## config.mk

```make
export PLATFORM = sky130hd
export DESIGN_NAME = uart_rx_flow
export DESIGN_NICKNAME = d
export VERILOG_FILES = /design/src/rtl/uart_rx_flow.sv
export SDC_FILE = /design/constraint.sdc
export NUM_CORES = 1
export LEC_CHECK = 0
export CAP_MARGIN = 20
export CORE_MARGIN = 2
export CORE_UTILIZATION = 55
export DETAILED_ROUTE_END_ITERATION = 8
export GPL_ROUTABILITY_DRIVEN = 0
export PLACE_DENSITY = 0.82
export SLEW_MARGIN = 20
export SYNTH_ARGS = -nofsm -noshare
export SYNTH_HDL_FRONTEND = slang
export SYNTH_SLANG_ARGS = --single-unit
```

## constraint.sdc

```tcl
create_clock -name clk -period 3.4 [get_ports clk]
set_input_delay 1.02 -clock clk [delete_from_list [all_inputs] [get_ports clk]]
set_output_delay 1.02 -clock clk [all_outputs]
set_load 0.03 [all_outputs]
```

## src/rtl/uart_rx_flow.sv

```systemverilog
`timescale 1ns/1ps
`default_nettype none
// ------------------------------------------------------------------------------------------
// uart_rx_flow : UART receiver (8N1) into a FIFO, RTS flow control with hysteresis.
// Optional even-parity bit when UART_RX_PARITY_EN is defined.            Rev 1.0
// ------------------------------------------------------------------------------------------
module uart_rx_flow #(
  parameter int FIFO_DEPTH    = 16,
  parameter int RTS_OFF_LEVEL = 12,
  parameter int RTS_ON_LEVEL  = 4,
  parameter int MIN_DIVISOR   = 4
) (
  input  logic                          clk,
  input  logic                          rst,
  input  logic                          uart_rx,
  input  logic [15:0]                   baud_divisor,
  input  logic                          rx_ready,
  output logic [7:0]                    rx_data,
  output logic                          rx_valid,
  output logic                          rx_error,
  output logic                          frame_start,
  output logic                          byte_received,
`ifdef UART_RX_PARITY_EN
  output logic                          parity_err,
`endif
  output logic                          uart_rts_n,
  output logic [$clog2(FIFO_DEPTH):0]   fifo_count
);
  localparam int AW = $clog2(FIFO_DEPTH);
  localparam int CW = AW + 1;

  typedef enum logic [2:0] {
    IDLE      = 3'd0,
    START     = 3'd1,
    DATA      = 3'd2,
    STOP      = 3'd3,
`ifdef UART_RX_PARITY_EN
    PARITY    = 3'd5,
`endif
    WAIT_IDLE = 3'd4
  } state_t;

  state_t        state, state_d;
  logic          sync1, rxs, rxs_prev;
  logic [15:0]   div_q, div_d, div_eff, cnt, cnt_d;
  logic [2:0]    idx, idx_d;
  logic [7:0]    shift, shift_d;
  logic          push, pop, full, expired, bad_parity;
  logic          start_d, err_d, rcv_d;
  logic [7:0]    mem [FIFO_DEPTH];
  logic [AW-1:0] wr_ptr, rd_ptr, rd_next;
`ifdef UART_RX_PARITY_EN
  logic          par_bad, par_bad_d, perr_d;
  assign bad_parity = par_bad;
`else
  assign bad_parity = 1'b0;
`endif

  assign div_eff  = (baud_divisor < 16'(MIN_DIVISOR)) ? 16'(MIN_DIVISOR) : baud_divisor;
  assign rx_valid = (fifo_count != '0);
  assign full     = (fifo_count == CW'(FIFO_DEPTH));
  assign pop      = rx_ready && rx_valid;
  assign rd_next  = rd_ptr + AW'(1);
  assign expired  = (cnt == 16'd0);

  always_ff @(posedge clk or negedge rst) begin
    if (!rst) begin
      sync1    <= 1'b1;
      rxs      <= 1'b1;
      rxs_prev <= 1'b1;
    end else begin
      sync1    <= uart_rx;
      rxs      <= sync1;
      rxs_prev <= rxs;
    end
  end

  always_ff @(posedge clk or negedge rst) begin
    if (!rst) begin
      state         <= IDLE;
      div_q         <= 16'(MIN_DIVISOR);
      cnt           <= 16'd0;
      idx           <= 3'd0;
      shift         <= 8'd0;
      frame_start   <= 1'b0;
      rx_error      <= 1'b0;
      byte_received <= 1'b0;
`ifdef UART_RX_PARITY_EN
      par_bad       <= 1'b0;
      parity_err    <= 1'b0;
`endif
    end else begin
      state         <= state_d;
      div_q         <= div_d;
      cnt           <= cnt_d;
      idx           <= idx_d;
      shift         <= shift_d;
      frame_start   <= start_d;
      rx_error      <= err_d;
      byte_received <= rcv_d;
`ifdef UART_RX_PARITY_EN
      par_bad       <= par_bad_d;
      parity_err    <= perr_d;
`endif
    end
  end

  // Reload with div_q-1 so consecutive expiries are exactly div_q clocks apart.
  always_comb begin
    state_d = state;
    div_d   = div_q;
    cnt_d   = cnt;
    idx_d   = idx;
    shift_d = shift;
    push    = 1'b0;
    start_d = 1'b0;
    err_d   = 1'b0;
    rcv_d   = 1'b0;
`ifdef UART_RX_PARITY_EN
    par_bad_d = par_bad;
    perr_d    = 1'b0;
`endif
    case (state)
      IDLE: begin
        if (rxs_prev && !rxs) begin
          state_d = START;
          div_d   = div_eff;
          cnt_d   = div_eff >> 1;
        end
      end
      START: begin
        if (!expired) begin
          cnt_d = cnt - 16'd1;
        end else if (!rxs) begin
          start_d = 1'b1;
          state_d = DATA;
          cnt_d   = div_q - 16'd1;
          idx_d   = 3'd0;
        end else begin
          state_d = IDLE;
        end
      end
      DATA: begin
        if (!expired) begin
          cnt_d = cnt - 16'd1;
        end else begin
          shift_d[idx] = rxs;
          cnt_d        = div_q - 16'd1;
          idx_d        = idx + 3'd1;
          if (idx == 3'd7) begin
`ifdef UART_RX_PARITY_EN
            state_d = PARITY;
`else
            state_d = STOP;
`endif
          end
        end
      end
`ifdef UART_RX_PARITY_EN
      PARITY: begin
        if (!expired) begin
          cnt_d = cnt - 16'd1;
        end else begin
          par_bad_d = ^{shift, rxs};
          cnt_d     = div_q - 16'd1;
          state_d   = STOP;
        end
      end
`endif
      STOP: begin
        if (!expired) begin
          cnt_d = cnt - 16'd1;
        end else if (bad_parity) begin
          // One error pulse covers both parity and a simultaneous bad stop bit.
          err_d   = 1'b1;
`ifdef UART_RX_PARITY_EN
          perr_d  = 1'b1;
`endif
          state_d = rxs ? IDLE : WAIT_IDLE;
        end else if (!rxs) begin
          err_d   = 1'b1;
          state_d = WAIT_IDLE;
        end else if (!full || pop) begin
          push    = 1'b1;
          rcv_d   = 1'b1;
          state_d = IDLE;
        end else begin
          err_d   = 1'b1;
          state_d = IDLE;
        end
      end
      WAIT_IDLE: begin
        if (rxs) state_d = IDLE;
      end
      default: state_d = IDLE;
    endcase
  end

  always_ff @(posedge clk) begin
    if (push) mem[wr_ptr] <= shift;
  end

  // rx_data is a registered copy of the head so it never glitches through the memory mux.
  always_ff @(posedge clk or negedge rst) begin
    if (!rst) begin
      wr_ptr     <= '0;
      rd_ptr     <= '0;
      fifo_count <= '0;
      rx_data    <= 8'd0;
    end else begin
      if (push) wr_ptr <= wr_ptr + AW'(1);
      if (pop)  rd_ptr <= rd_next;
      case ({push, pop})
        2'b10:   fifo_count <= fifo_count + CW'(1);
        2'b01:   fifo_count <= fifo_count - CW'(1);
        default: fifo_count <= fifo_count;
      endcase
      if (pop) begin
        if (fifo_count > CW'(1)) rx_data <= mem[rd_next];
        else if (push)           rx_data <= shift;
      end else if (push && fifo_count == '0) begin
        rx_data <= shift;
      end
    end
  end

  always_ff @(posedge clk or negedge rst) begin
    if (!rst)                                    uart_rts_n <= 1'b1;
    else if (fifo_count >= CW'(RTS_OFF_LEVEL))   uart_rts_n <= 1'b1;
    else if (fifo_count <= CW'(RTS_ON_LEVEL))    uart_rts_n <= 1'b0;
  end

endmodule
`default_nettype wire

```

==> results of run 1 <==
==> per-stage QoR <==
step	cells	cell area (µm²)	hold WS, ns	util [%]	total power, W
floorplan	690	9203	0.3452	-	0.005746
global placement	937	9894	0.3460	60.09	0.006550
detailed placement	937	9894	0.3490	60.09	0.006716
CTS	977	10630	0.3630	64.55	0.009164
global route	977	10630	0.3623	64.55	0.009600
finish	977	10630	0.3576	64.55	0.009148
==> final timing paths <==
check,start,endpoint,slack (ns),cells past startpoint
max,cnt[0]$_DFFE_PN0P_,rx_data[5]$_DFFE_PN0P_,0.15,13
min,sync1$_DFF_PN1_,rxs$_DFF_PN1_,0.36,0
max reg2reg,cnt[0]$_DFFE_PN0P_,rx_data[5]$_DFFE_PN0P_,0.15,13
min reg2reg,sync1$_DFF_PN1_,rxs$_DFF_PN1_,0.36,0
max in group asynchronous,rst,rd_ptr[0]$_DFFE_PN0N_,2.09,1
min in group asynchronous,rst,rd_ptr[0]$_DFFE_PN0N_,0.67,1
==> cells in the mapped netlist, types with 5 or more instances <==
| cell type | count | area (µm²) |
|---|---|---|
| dfstp_2 | 5 | 131.4 |
| nand2b_1 | 6 | 37.54 |
| dfrtp_1 | 69 | 1727 |
| nor3_1 | 21 | 105.1 |
| edfxtp_1 | 128 | 3844 |
| o211ai_1 | 6 | 45.04 |
| inv_1 | 11 | 41.29 |
| or3_1 | 6 | 37.54 |
| a22oi_1 | 17 | 127.6 |
| ha_1 | 15 | 187.7 |
| nor4_1 | 11 | 68.82 |
| nand3_1 | 10 | 50.05 |
| a21oi_1 | 29 | 145.1 |
| nand2_1 | 63 | 236.5 |
| xor2_1 | 9 | 78.83 |
| clkbuf_1 | 27 | 101.4 |
| o21ai_0 | 42 | 210.2 |
| buf_2 | 7 | 35.03 |
| o22a_1 | 8 | 70.07 |
| a31oi_1 | 6 | 37.54 |
| nor2_1 | 50 | 187.7 |
| mux4_2 | 32 | 720.7 |
| mux2_2 | 19 | 214.0 |
| nand4_1 | 5 | 31.28 |
| xnor2_1 | 24 | 210.2 |
==> cell families after synthesis <==
group | after synthesis
muxes | 56
buffers and inverters | 46
AOI/OAI and AO/OA | 130
xor gates and xnor gates | 33
and+or+nand+nor | 208
DFF | 202
adders and majority gates | 15
==> power groups by stage <==
stage | Sequential, W | Clock, W | Combinational (W)
6_report | 0.00338 | 0.00241 | 0.00335
5_1_grt | 0.00343 | 0.00254 | 0.00363
4_1_cts | 0.00337 | 0.00244 | 0.00335
3_5_place_dp | 0.00342 | 0 | 0.00330
3_3_place_gp | 0.00338 | 0 | 0.00317
2_1_floorplan | 0.00341 | 0 | 0.00233
==> worst max-delay path: stages (launching register included) <==
cell and delay [ns]:
dfrtp_1 0.41, inv_1 0.11, ha_1 0.16, or4b_1 0.49
nor4_1 0.40, and4_1 0.29, inv_1 0.06, ha_1 0.21
o21a_1 0.12, o21ai_0 0.17, a22o_1 0.19, buf_4 0.22
nand2_1 0.10, o22a_1 0.19
==> final cells by class <==
cell class | count | area share, %
sequential | 202 | 53.66
multi-input combinational | 442 | 31.23
clock buffer | 29 | 5.521
timing repair buffer | 62 | 5.227
tap | 220 | 2.590
clock inverter | 11 | 1.389
inverter | 11 | 0.3885
==> registers in the layout, summed over array words and instances (netlist names), 3 cells and up <==
register    cells
rd_ptr          4
wr_ptr          4
idx             3
cnt            16
div_q          16
fifo_count      5
state           3
shift           8
rx_data         8
mem           128
==> metal layers <==
metal,part of all wire [%],GRT usage [%],up-vias
met1,38,29.10,3057
li1,-,-,2728
met5,0,0,-
met3,5.8,3.158,52
met2,53,43.70,267
met4,3.1,8.038,0
==> out/metrics.yaml, run 1 <==
status: "completed"
nNetsFinal: 776
grt_usage_pct: 23.81
postSynthAreaPerCell_um2: 13.34
first_pass_iters: 6
first_global_vias: 6080
worst_hold_path_type: "flop to flop"
die_w_um: 133.4
crit_path_end_kind: "flop"
clk_latency_ns: 0.51
cp_max_fo: 16
tightestPinTransition_ns: 0.9680
pre_cts_ws_ns: 0.1245
diodes: 0
p_per_area_mw_per_mm2: 860.7
syn_inst: 690
antenna_left: 0
cts_buffers: 22
final_cell_mix: "128 x edfxtp_1, 68 x dfrtp_1, 63 x nand2_1, 50 x nor2_1, 41 x o21ai_0"
cts.hold.buffers_added: 0
nFillCells: 1155
start_util_pct: 55.89
post_cts_resize_count: 0
hold_viol: 0
synth_fp_nets: 725
viasPerCell: 6.248
dr.first_iter.drc_count: 673
numPortBuffers: 37
synthFlopType: "edfxtp_1"
fmax_mhz: 307.5
finalMaxSlewViolations: 0
async_flop_share_pct: 36.63
cts_tree: "done"
multi_input_area_mm2: 0.003319
drive_gt1_share_pct: 16.64
grt_setup_unrepaired: "no"
worst_slack_ns: 0.1478
crit_path_start_kind: "flop"
relSlewSlack_pct: 35.47
clockPowerShare_pct: 26.4
wl_um: 20740
synth_mux_area_share_pct: 10.73
synth-edff-count: 128
critical_path_arrival_ns: 3.64
drc: 0
cts-root-buf: "clkbuf_16"
core-area_mm2: 0.01647
syn_area_mm2: 0.009203
synth_cell_types: 57
period_needed_ns: 3.252
synth_xor_area_share_pct: 3.141
vias: 6104
final.setup.tns_ns: 0
post_drt_wl_per_cell_um: 21.23
p_switching_w: 0.003246
power.leakage_nw: 3.854
grt_pass1_wl_um: 32820
crit_type: "flop to flop"
antenna_found_initial: 0
seqPwrFrac_pct: 37.0
required_ns: 3.79
post-dp-hpwl_um: 13650
grt_start_max_net_pins: 75
report.final.setup_viol: 0
regArea_mm2: 0.005703
final_common_cell: "edfxtp_1"
clockBufferDepth: 3
switching_share_pct: 35.49
htreeDepth: 1
synth_top_family_by_area: "simple AND/OR/NAND/NOR gates"
synth_seq_cells: 202
peakVddDrop_mv: 0.6132
rows: 47
synth_seq_area_share_pct: 61.96
fin_crit_sh_pct: 95.65
p_int_w: 0.005902
grt_overflow: 0
synth-simple-area-share_pct: 11.34
clk_pin_slew_ns: 0.06
maxCapViolations: 0
die_h_um: 133.4
skew_ns: 0.009381
synth_compound_area_share_pct: 8.824
ys_warn_count: 0
area_growth_pct: 15.50
cts_post_setup_buffers_inserted: 0
cts.sinks: 202
io_pins: 38
pwr-share-comb_pct: 36.6
dieArea_mm2: 0.01778
synth_fa_ha_area_share_pct: 2.039
Note: power is estimated with default switching activity, not from simulation.
==> inputs of run 2 (changes only) <==
==> constraint.sdc (replaced) <==
create_clock -name clk -period 3.4 [get_ports clk]
set_input_delay 0.68 -clock clk [delete_from_list [all_inputs] [get_ports clk]]
set_output_delay 0.68 -clock clk [all_outputs]
set_load 0.03 [all_outputs]
==> run 2 against run 1 <==
  * First-iteration DRC count increased by 13%
  * Highest routed layer unchanged
  * Via count increased by 0.26%
  * Combinational power about the same
  * Setup slack improved by 0.079 ns
  * Fmax increased by 2.5%
==> out/metrics.yaml, run 2 (synthesis gave the netlist of run 1 again) <==
status: "completed"
wl_um: 20650
worst_hold_path_type: "primary input to async pin"
antenna_left: 0
reg_top3: "mem x128, cnt x16, div_q x16"
grt_pass1_wl_um: 33030
die_h_um: 133.4
antenna_found_initial: 0
cts.sinks: 202
cp_max_fo: 16
crit_type: "flop to flop"
start_util_pct: 55.89
post-dp-hpwl_um: 13910
multi_input_area_mm2: 0.003328
whs_ns: 0.3313
viasPerCell: 6.270
pwr-share-comb_pct: 36.8
drc: 0
regArea_mm2: 0.005703
finalMaxSlewViolations: 0
fin_crit_sh_pct: 93.32
cts_tree: "done"
period_needed_ns: 3.173
tightestPinTransition_ns: 0.9539
dieArea_mm2: 0.01778
grt_usage_pct: 23.63
drive_gt1_share_pct: 16.14
grt_start_max_net_pins: 75
htreeDepth: 1
final_common_cell: "edfxtp_1"
skew_ns: 0.01729
first_pass_iters: 5
diodes: 0
nFillCells: 1152
fmax_mhz: 315.2
r2r-start: "cnt[0]$_DFFE_PN0P_"
grt_setup_unrepaired: "no"
cts_buffers: 22
critical_path_arrival_ns: 3.54
stdcell_area_mm2: 0.01061
crit_path_start_kind: "flop"
peakVddDrop_mv: 0.5110
io_pins: 38
seqPwrFrac_pct: 37.6
core-area_mm2: 0.01647
cts.hold.buffers_added: 0
area_growth_pct: 15.28
final.setup.tns_ns: 0
p_int_w: 0.005883
critPathLaunch: "cnt[0]$_DFFE_PN0P_"
cts-root-buf: "clkbuf_16"
crit_path_end_kind: "flop"
required_ns: 3.77
p_switching_w: 0.003201
rows: 47
clk_latency_ns: 0.49
first_global_vias: 6228
report.final.setup_viol: 0
relSlewSlack_pct: 36.41
hold_viol: 0
regMostFlops: "mem"
p_per_area_mw_per_mm2: 856.3
grt_overflow: 0
die_w_um: 133.4
clockPowerShare_pct: 25.6
largest_reg_flops: 128
utilization_pct: 64.43
vias: 6120
final_cell_mix: "128 x edfxtp_1, 68 x dfrtp_1, 63 x nand2_1, 50 x nor2_1, 41 x o21ai_0"
maxCapViolations: 0
switching_share_pct: 35.24
post_dp_cell_area_mm2: 0.009887
post_drt_wl_per_cell_um: 21.15
numPortBuffers: 37
power.leakage_nw: 3.842
nNetsFinal: 775
clockBufferDepth: 3
dr.first_iter.drc_count: 763
clk_pin_slew_ns: 0.06
==> run 2: final timing paths <==
kind / endpoint / slack (ns) / cells past startpoint
worst max-delay path: rx_data[1]$_DFFE_PN0P_ / 0.23 / 12
worst min-delay path: rd_ptr[3]$_DFFE_PN0N_ / 0.33 / 1
worst max register to register: rx_data[1]$_DFFE_PN0P_ / 0.23 / 12
worst min register to register: rxs$_DFF_PN1_ / 0.36 / 0
max in group asynchronous: rd_ptr[0]$_DFFE_PN0N_ / 2.43 / 1
min in group clk: rxs$_DFF_PN1_ / 0.36 / 0
==> run 2: per-stage QoR <==
| step | cells | setup WS [ns] | power (W) |
|---|---|---|---|
| after floorplan | 690 | 0.2561 | 0.005746 |
| after global placement | 936 | 0.2290 | 0.006549 |
| after detailed placement | 936 | 0.07087 | 0.006721 |
| after CTS | 976 | 0.02963 | 0.009093 |
| after global routing | 976 | 0.005433 | 0.009535 |
| final | 976 | 0.2272 | 0.009084 |
==> run 2: cell type report <==
type                            count  area share, %
Sequential cell                   202          53.76
Multi-Input combinational cell    442          31.37
Tap cell                          220          2.595
Clock buffer                       35          6.038
Clock inverter                      5         0.6840
Timing Repair Buffer               61          5.166
Inverter                           11         0.3892
==> run 2: per-layer routing <==
metal	up-vias	global-route usage (%)	share of wire, %
li1	2722	-	-
met1	3020	29.44	38
met2	315	42.12	52
met3	63	4.033	7.2
met4	0	7.920	3.1
met5	-	0	0
==> run 2: power groups by stage <==
stage	clock (W)	combinational [W]	sequential [W]
final	0.00232	0.00334	0.00342
after global routing	0.00247	0.00360	0.00347
after CTS	0.00237	0.00332	0.00340
after detailed placement	0	0.00328	0.00345
after global placement	0	0.00314	0.00340
after floorplan	0	0.00233	0.00341
==> run 2: what timing repair did <==
action | in CTS | in global routing
endpoints found under the setup margin | 0 | 8
gates resized for setup | 0 | 2
setup buffers | 0 | 0
==> run 2: critical path, stage by stage (launching register included) <==
cell     delay (ns)
dfrtp_1        0.41
inv_1          0.11
ha_1           0.16
or4b_1         0.50
nor4_1         0.28
and4_1         0.26
inv_1          0.05
ha_1           0.28
o21a_1         0.15
o21ai_0        0.25
a22o_4         0.29
nand2_1        0.11
o22a_1         0.18
